## config.mk

```make
export PLATFORM = sky130hd
export DESIGN_NAME = cache_refill_unit
export DESIGN_NICKNAME = d
export VERILOG_FILES = /design/src/rtl/cache_refill_unit.sv
export SDC_FILE = /design/constraint.sdc
export NUM_CORES = 1
export LEC_CHECK = 0
export ABC_CLOCK_PERIOD_IN_PS = 2200
export CAP_MARGIN = 10
export CORE_MARGIN = 2
export CORE_UTILIZATION = 39
export CTS_CLUSTER_SIZE = 24
export DETAILED_ROUTE_END_ITERATION = 6
export GPL_ROUTABILITY_DRIVEN = 1
export GPL_TIMING_DRIVEN = 0
export HOLD_SLACK_MARGIN = 0.15
export PLACE_DENSITY_LB_ADDON = 0.05
export SLEW_MARGIN = 10
export SYNTH_ARGS = -nofsm -noshare
export SYNTH_HDL_FRONTEND = slang
export SYNTH_SLANG_ARGS = --single-unit
export TNS_END_PERCENT = 50
```

## constraint.sdc

```tcl
create_clock -name clk -period 2.2 [get_ports clk]
set_input_delay 0.33 -clock clk [delete_from_list [all_inputs] [get_ports clk]]
set_output_delay 0.33 -clock clk [all_outputs]
set_load 0.01 [all_outputs]
```

## src/rtl/cache_refill_unit.sv

```systemverilog
// Cache miss engine: on a miss, writes back the victim line if it is dirty,
// then refills the line with a burst read and pulses done.
module cache_refill_unit #(
    parameter int TAG_WIDTH    = 20,
    parameter int INDEX_WIDTH  = 6,
    parameter int OFFSET_WIDTH = 4
) (
    input  logic                    clk,
    input  logic                    rst,
    input  logic                    miss_req,
    input  logic [31:0]             miss_addr,
    input  logic                    victim_dirty,
    input  logic [TAG_WIDTH-1:0]    victim_tag,
    output logic                    busy,
    output logic                    done,
    output logic                    line_write_en,
    output logic                    line_valid_in,
    output logic                    line_dirty_in,
    output logic [TAG_WIDTH-1:0]    line_tag_in,
    output logic [OFFSET_WIDTH-1:0] line_offset,
    output logic [3:0]              line_byte_en,
    output logic [31:0]             line_data_in,
    input  logic [31:0]             line_data_out,
    output logic                    mem_rd_req,
    output logic [31:0]             mem_rd_addr,
    input  logic                    mem_rd_ready,
    input  logic                    mem_rd_valid,
    input  logic [31:0]             mem_rd_data,
    output logic                    mem_wr_req,
    output logic [31:0]             mem_wr_addr,
    input  logic                    mem_wr_ready,
    output logic                    mem_wr_valid,
    output logic [31:0]             mem_wr_data,
    output logic                    mem_wr_last,
    input  logic                    mem_wr_data_ready,
    input  logic                    mem_wr_done
);

    localparam int LINE_ADDR_W = TAG_WIDTH + INDEX_WIDTH;
    localparam int LOW_W       = OFFSET_WIDTH + 2;
    localparam logic [OFFSET_WIDTH-1:0] CNT_LAST = '1;
    localparam logic [OFFSET_WIDTH-1:0] CNT_ONE  = OFFSET_WIDTH'(1);

    typedef enum logic [2:0] {
        IDLE, WB_ADDR, WB_RD, WB_DATA, WB_RESP, RF_ADDR, RF_DATA, DONE
    } state_e;

    state_e                   state_q, state_d;
    logic [OFFSET_WIDTH-1:0]  cnt_q, cnt_d;
    logic [LINE_ADDR_W-1:0]   line_addr_q, line_addr_d;
    logic [TAG_WIDTH-1:0]     victim_tag_q, victim_tag_d;
    logic [31:0]              wbuf_q, wbuf_d;
    logic                     wb_first_q, wb_first_d;

    logic [TAG_WIDTH-1:0]     new_tag;
    logic [INDEX_WIDTH-1:0]   index;
    logic                     unused_addr_bits;

    assign new_tag          = line_addr_q[LINE_ADDR_W-1:INDEX_WIDTH];
    assign index            = line_addr_q[INDEX_WIDTH-1:0];
    assign unused_addr_bits = ^miss_addr[LOW_W-1:0];

    // NOTE: state registers use non-blocking assignments so every flop samples
    // the pre-edge value of every other flop, independent of evaluation order.
    always_ff @(posedge clk or negedge rst) begin
        if (!rst) begin
            state_q      <= IDLE;
            cnt_q        <= '0;
            line_addr_q  <= '0;
            victim_tag_q <= '0;
            wbuf_q       <= '0;
            wb_first_q   <= 1'b0;
        end else begin
            state_q      <= state_d;
            cnt_q        <= cnt_d;
            line_addr_q  <= line_addr_d;
            victim_tag_q <= victim_tag_d;
            wbuf_q       <= wbuf_d;
            wb_first_q   <= wb_first_d;
        end
    end

    // NOTE: every signal written below gets a default first, so no path through
    // the case statement leaves a value unassigned and no latch is inferred.
    always_comb begin
        state_d       = state_q;
        cnt_d         = cnt_q;
        line_addr_d   = line_addr_q;
        victim_tag_d  = victim_tag_q;
        wbuf_d        = wbuf_q;
        wb_first_d    = 1'b0;

        busy          = (state_q != IDLE);
        done          = 1'b0;
        line_write_en = 1'b0;
        line_valid_in = 1'b0;
        line_dirty_in = 1'b0;
        line_tag_in   = '0;
        line_offset   = '0;
        line_byte_en  = 4'h0;
        line_data_in  = '0;
        mem_rd_req    = 1'b0;
        mem_rd_addr   = '0;
        mem_wr_req    = 1'b0;
        mem_wr_addr   = '0;
        mem_wr_valid  = 1'b0;
        mem_wr_data   = '0;
        mem_wr_last   = 1'b0;

        case (state_q)
            IDLE: begin
                if (miss_req) begin
                    line_addr_d  = miss_addr[31:LOW_W];
                    victim_tag_d = victim_tag;
                    cnt_d        = '0;
                    state_d      = victim_dirty ? WB_ADDR : RF_ADDR;
                end
            end
            WB_ADDR: begin
                mem_wr_req  = 1'b1;
                mem_wr_addr = {victim_tag_q, index, {LOW_W{1'b0}}};
                if (mem_wr_ready) state_d = WB_RD;
            end
            WB_RD: begin
                line_offset = cnt_q;
                wb_first_d  = 1'b1;
                state_d     = WB_DATA;
            end
            WB_DATA: begin
                // Read data is live only in the first cycle; afterwards the
                // captured copy keeps the beat stable under backpressure.
                mem_wr_valid = 1'b1;
                mem_wr_data  = wb_first_q ? line_data_out : wbuf_q;
                mem_wr_last  = (cnt_q == CNT_LAST);
                if (wb_first_q) wbuf_d = line_data_out;
                if (mem_wr_data_ready) begin
                    if (cnt_q == CNT_LAST) begin
                        state_d = WB_RESP;
                    end else begin
                        cnt_d   = cnt_q + CNT_ONE;
                        state_d = WB_RD;
                    end
                end
            end
            WB_RESP: begin
                if (mem_wr_done) begin
                    cnt_d   = '0;
                    state_d = RF_ADDR;
                end
            end
            RF_ADDR: begin
                mem_rd_req  = 1'b1;
                mem_rd_addr = {line_addr_q, {LOW_W{1'b0}}};
                if (mem_rd_ready) state_d = RF_DATA;
            end
            RF_DATA: begin
                if (mem_rd_valid) begin
                    line_write_en = 1'b1;
                    line_offset   = cnt_q;
                    line_data_in  = mem_rd_data;
                    line_byte_en  = 4'hf;
                    line_tag_in   = new_tag;
                    line_valid_in = (cnt_q == CNT_LAST);
                    cnt_d         = cnt_q + CNT_ONE;
                    if (cnt_q == CNT_LAST) state_d = DONE;
                end
            end
            DONE: begin
                done    = 1'b1;
                state_d = IDLE;
            end
            default: state_d = IDLE;
        endcase
    end

endmodule

```

==> summary.txt <==
Critical path
  • Critical Path AT: 1820 ps
  • CP cell instances: buf_4, nor3b_4, buf_6, buf_6, and2_1, dlygate4sd2_1
  • Worst R2R Path Depth: 5
  • Critical path launch point type: flip-flop
  • Top delay family on crit path: buffers and inverters
  • Worst path slowest cell: dfrtp_2
  • CP Max Fanout: 10
  • Most frequent CP cell: buf_6
  • CP required: 1870 ps
  • R2R Setup Slk: 320 ps
  • Worst path bufs/invs: 4
  • Critical path capture point type: output port
  • Worst R2R Start: state_q[1]
  • Critical Path Max Stage Delay: 450 ps
  • R2R Path End: victim_tag_q[17]
  • Setup CP Type: reg -> out

Placed design
  • Number of buffers added on ports: 270
  • Routability cong.: 0.802
  • Placed cell count: 892
  • Dpl hpwl: 11.2 mm
  • Worst slack, placed: -541 ps

Pwr
  • Total Power: 0.00932 W
  • Peak supply drop: 0.592 mV
  • PwrDens: 1100 nW/um^2
  • P_leak: 4.09 nW

Timing
  • Final WS setup: 47.9 ps
  • Clock skew: 8.10 ps
  • Fin. Hold Viols: 0
  • Period utilization: 0.978
  • Fmax: 465 MHz
  • Final min period: 2150 ps
  • Max Slew Vio Count: 0
  • Final setup fails: 0
  • RSZ-0062 raised after global routing: yes

Clocking
  • Root Buffer: clkbuf_16
  • Reg clk slew, reported paths: 60 ps
  • H-tree depth: 3
  • Skew-Pair Late Insertion Delay: 330 ps
  • CTS sink cnt: 86
  • CTS tree: yes
  • Clock Path Buffers: 2
  • CTS Buf Count: 9

GRT
  • Number of global-route vias before repair: 4467
  • Gr busiest metal: met2
  • First-pass GRT wire length: 23.7 mm
  • GR Util met3: 0.0654
  • Initial antenna violation count: 0
  • All-Layer GR Usage: 0.212
  • Largest net degree at the start of global routing: 63
  • GRT Residual Overflow: 0
  • Met1 Track Usage GR: 0.253
  • GRT met2 Usage: 0.368

Detailed routing
  • Routed wire length: 15.1 mm
  • DR vias/cell: 4.61
  • Wire per inst: 16.3 um
  • Remaining DRCs: 0
  • DR vias: 4267
  • 1st-iter DRT viols: 142
  • Post-DRT Antenna Nets: 0
  • DRT Pass-1 Iters: 6

Synth
  • Cell area after synthesis: 5070 um^2
  • Post-synth EDFFs: 0
  • Post-synth top area share: 0.424
  • Area leader, netlist: dfrtp_1
  • Post-synthesis sequential area ratio: 0.424
  • Syn. warnings: 0
  • Post-synthesis cell count: 437
  • Ranking of synthesized cells by area: dfrtp_1, and2_1, mux2_4
  • Synth Register Bits: 86
  • Synth top cells by count: and2_1, dfrtp_1, mux2_4
  • Most frequent cell after synthesis: and2_1
  • Netlist cell types: 42
  • Async S/R FF share, synth: 1.00
  • Post-synthesis area per instance: 11.6 um^2
  • Top_reg_cell synth: dfrtp_1

Floorplan
  • Starting density of the core: 0.400
  • Core Region: 12700 um^2
  • Cell row count: 41
  • Die area: 13900 um^2
  • I/O pins: 290
  • Die X: 118 um
  • Die Y: 118 um

Cells and area
  • Nets: 874
  • Footprint of the multi-input gates: 2670 um^2
  • Layout area overhead: 66.8%
  • Filler cells: 1032
  • Non-Filler Instances: 925
  • Diodes inserted: 0
  • Register Area: 2150 um^2
  • Proportion of layout cells with a drive suffix above 1: 0.279

Status
  • Status: finished, final reports clean

Min path
  • Hold Path Class: in -> async

Flow run
  • Max Cap Viol: 0
[power breakdown]
part           leakage [nW]  switching, W  internal, W
Sequential             1.03      0.000484      0.00237
Combinational          2.89       0.00197      0.00272
Clock                 0.166      0.000626      0.00114
[flip-flops by register name, summed over array words and instances, names as in the netlist]
signal and cells:
cnt_q 4, victim_tag_q 20, wb_first_q 1, line_addr_q 26, state_q 3, wbuf_q 32
[metrics by stage]
step           setup TNS [ps]  hold slack (ps)   util  instance area, um^2
5_1_grt                  -138              486  0.668                 8460
3_5_place_dp           -36220              268  0.636                 8060
6_report                    0              445  0.668                 8460
2_1_floorplan               0             34.4      -                 5120
4_1_cts                  -732              452  0.676                 8560
3_3_place_gp          -243090              472  0.634                 8040
[timing repair]
| item | 4_1_cts | 5_1_grt |
|---|---|---|
| setup endpoints to repair | 150 | 97 |
| endpoints found under the hold margin | 24 | 0 |
| buffers inserted | 11 | 3 |
| gates cloned | 2 | 0 |
| pin swaps | 3 | 1 |
| gates resized for setup | 264 | 95 |
| hold buffers | 1 | 0 |
[cells by family (layout without fill, tap and decap cells)]
group,Yosys count,count (layout),share of synthesized area
AO/OA/AOI/OAI,13,13,0.0220
XOR/XNOR,2,2,0.00345
adder cells (fa/ha/maj),1,1,0.00247
buffers and inverters,49,353,0.0668
flip-flops,86,86,0.424
multiplexers,115,115,0.277
other,1,13,0.000739
AND/OR/NAND/NOR,170,170,0.204
[worst max-delay path by stage]
stage	slack, ps	from	cells after the start	endpoint
after floorplan	480	state_q[2]	5	line_addr_q[0]
after global placement	-2450	rst	1	line_addr_q[22]
after detailed placement	-540	mem_rd_valid	6	line_tag_in[0]
after CTS	-220	state_q[2]	7	line_byte_en[0]
after global routing	-20	state_q[1]	6	mem_wr_addr[27]
final	50	state_q[1]	6	mem_wr_addr[27]
[routing by layer]
metal,share of wire,vias up
met2,0.50,165
met4,0.019,0
li1,-,2046
met3,0.072,21
met5,0,-
met1,0.41,2035
[cell type report]
cell class	count	share of cell area
multi-input combinational	314	0.315
timing repair buffer	288	0.307
sequential	86	0.255
buffer	45	0.0548
clock buffer	11	0.0287
tap	172	0.0254
clock inverter	5	0.0126
inverter	4	0.00177
[layout by cell type (no fill, tap or decap), types with 13 or more instances in the layout]
cell and n:
buf_4 37, clkdlybuf4s15_2 17, mux2_1 30, and2_1 109, nor2_1 35, mux2i_1 36, dfrtp_1 84, clkdlybuf4s50_1 122
mux2_4 41, dlygate4sd2_1 56, clkbuf_2 42, conb_1 13, clkdlybuf4s15_1 22
Power figures use the tool's default switching activity.
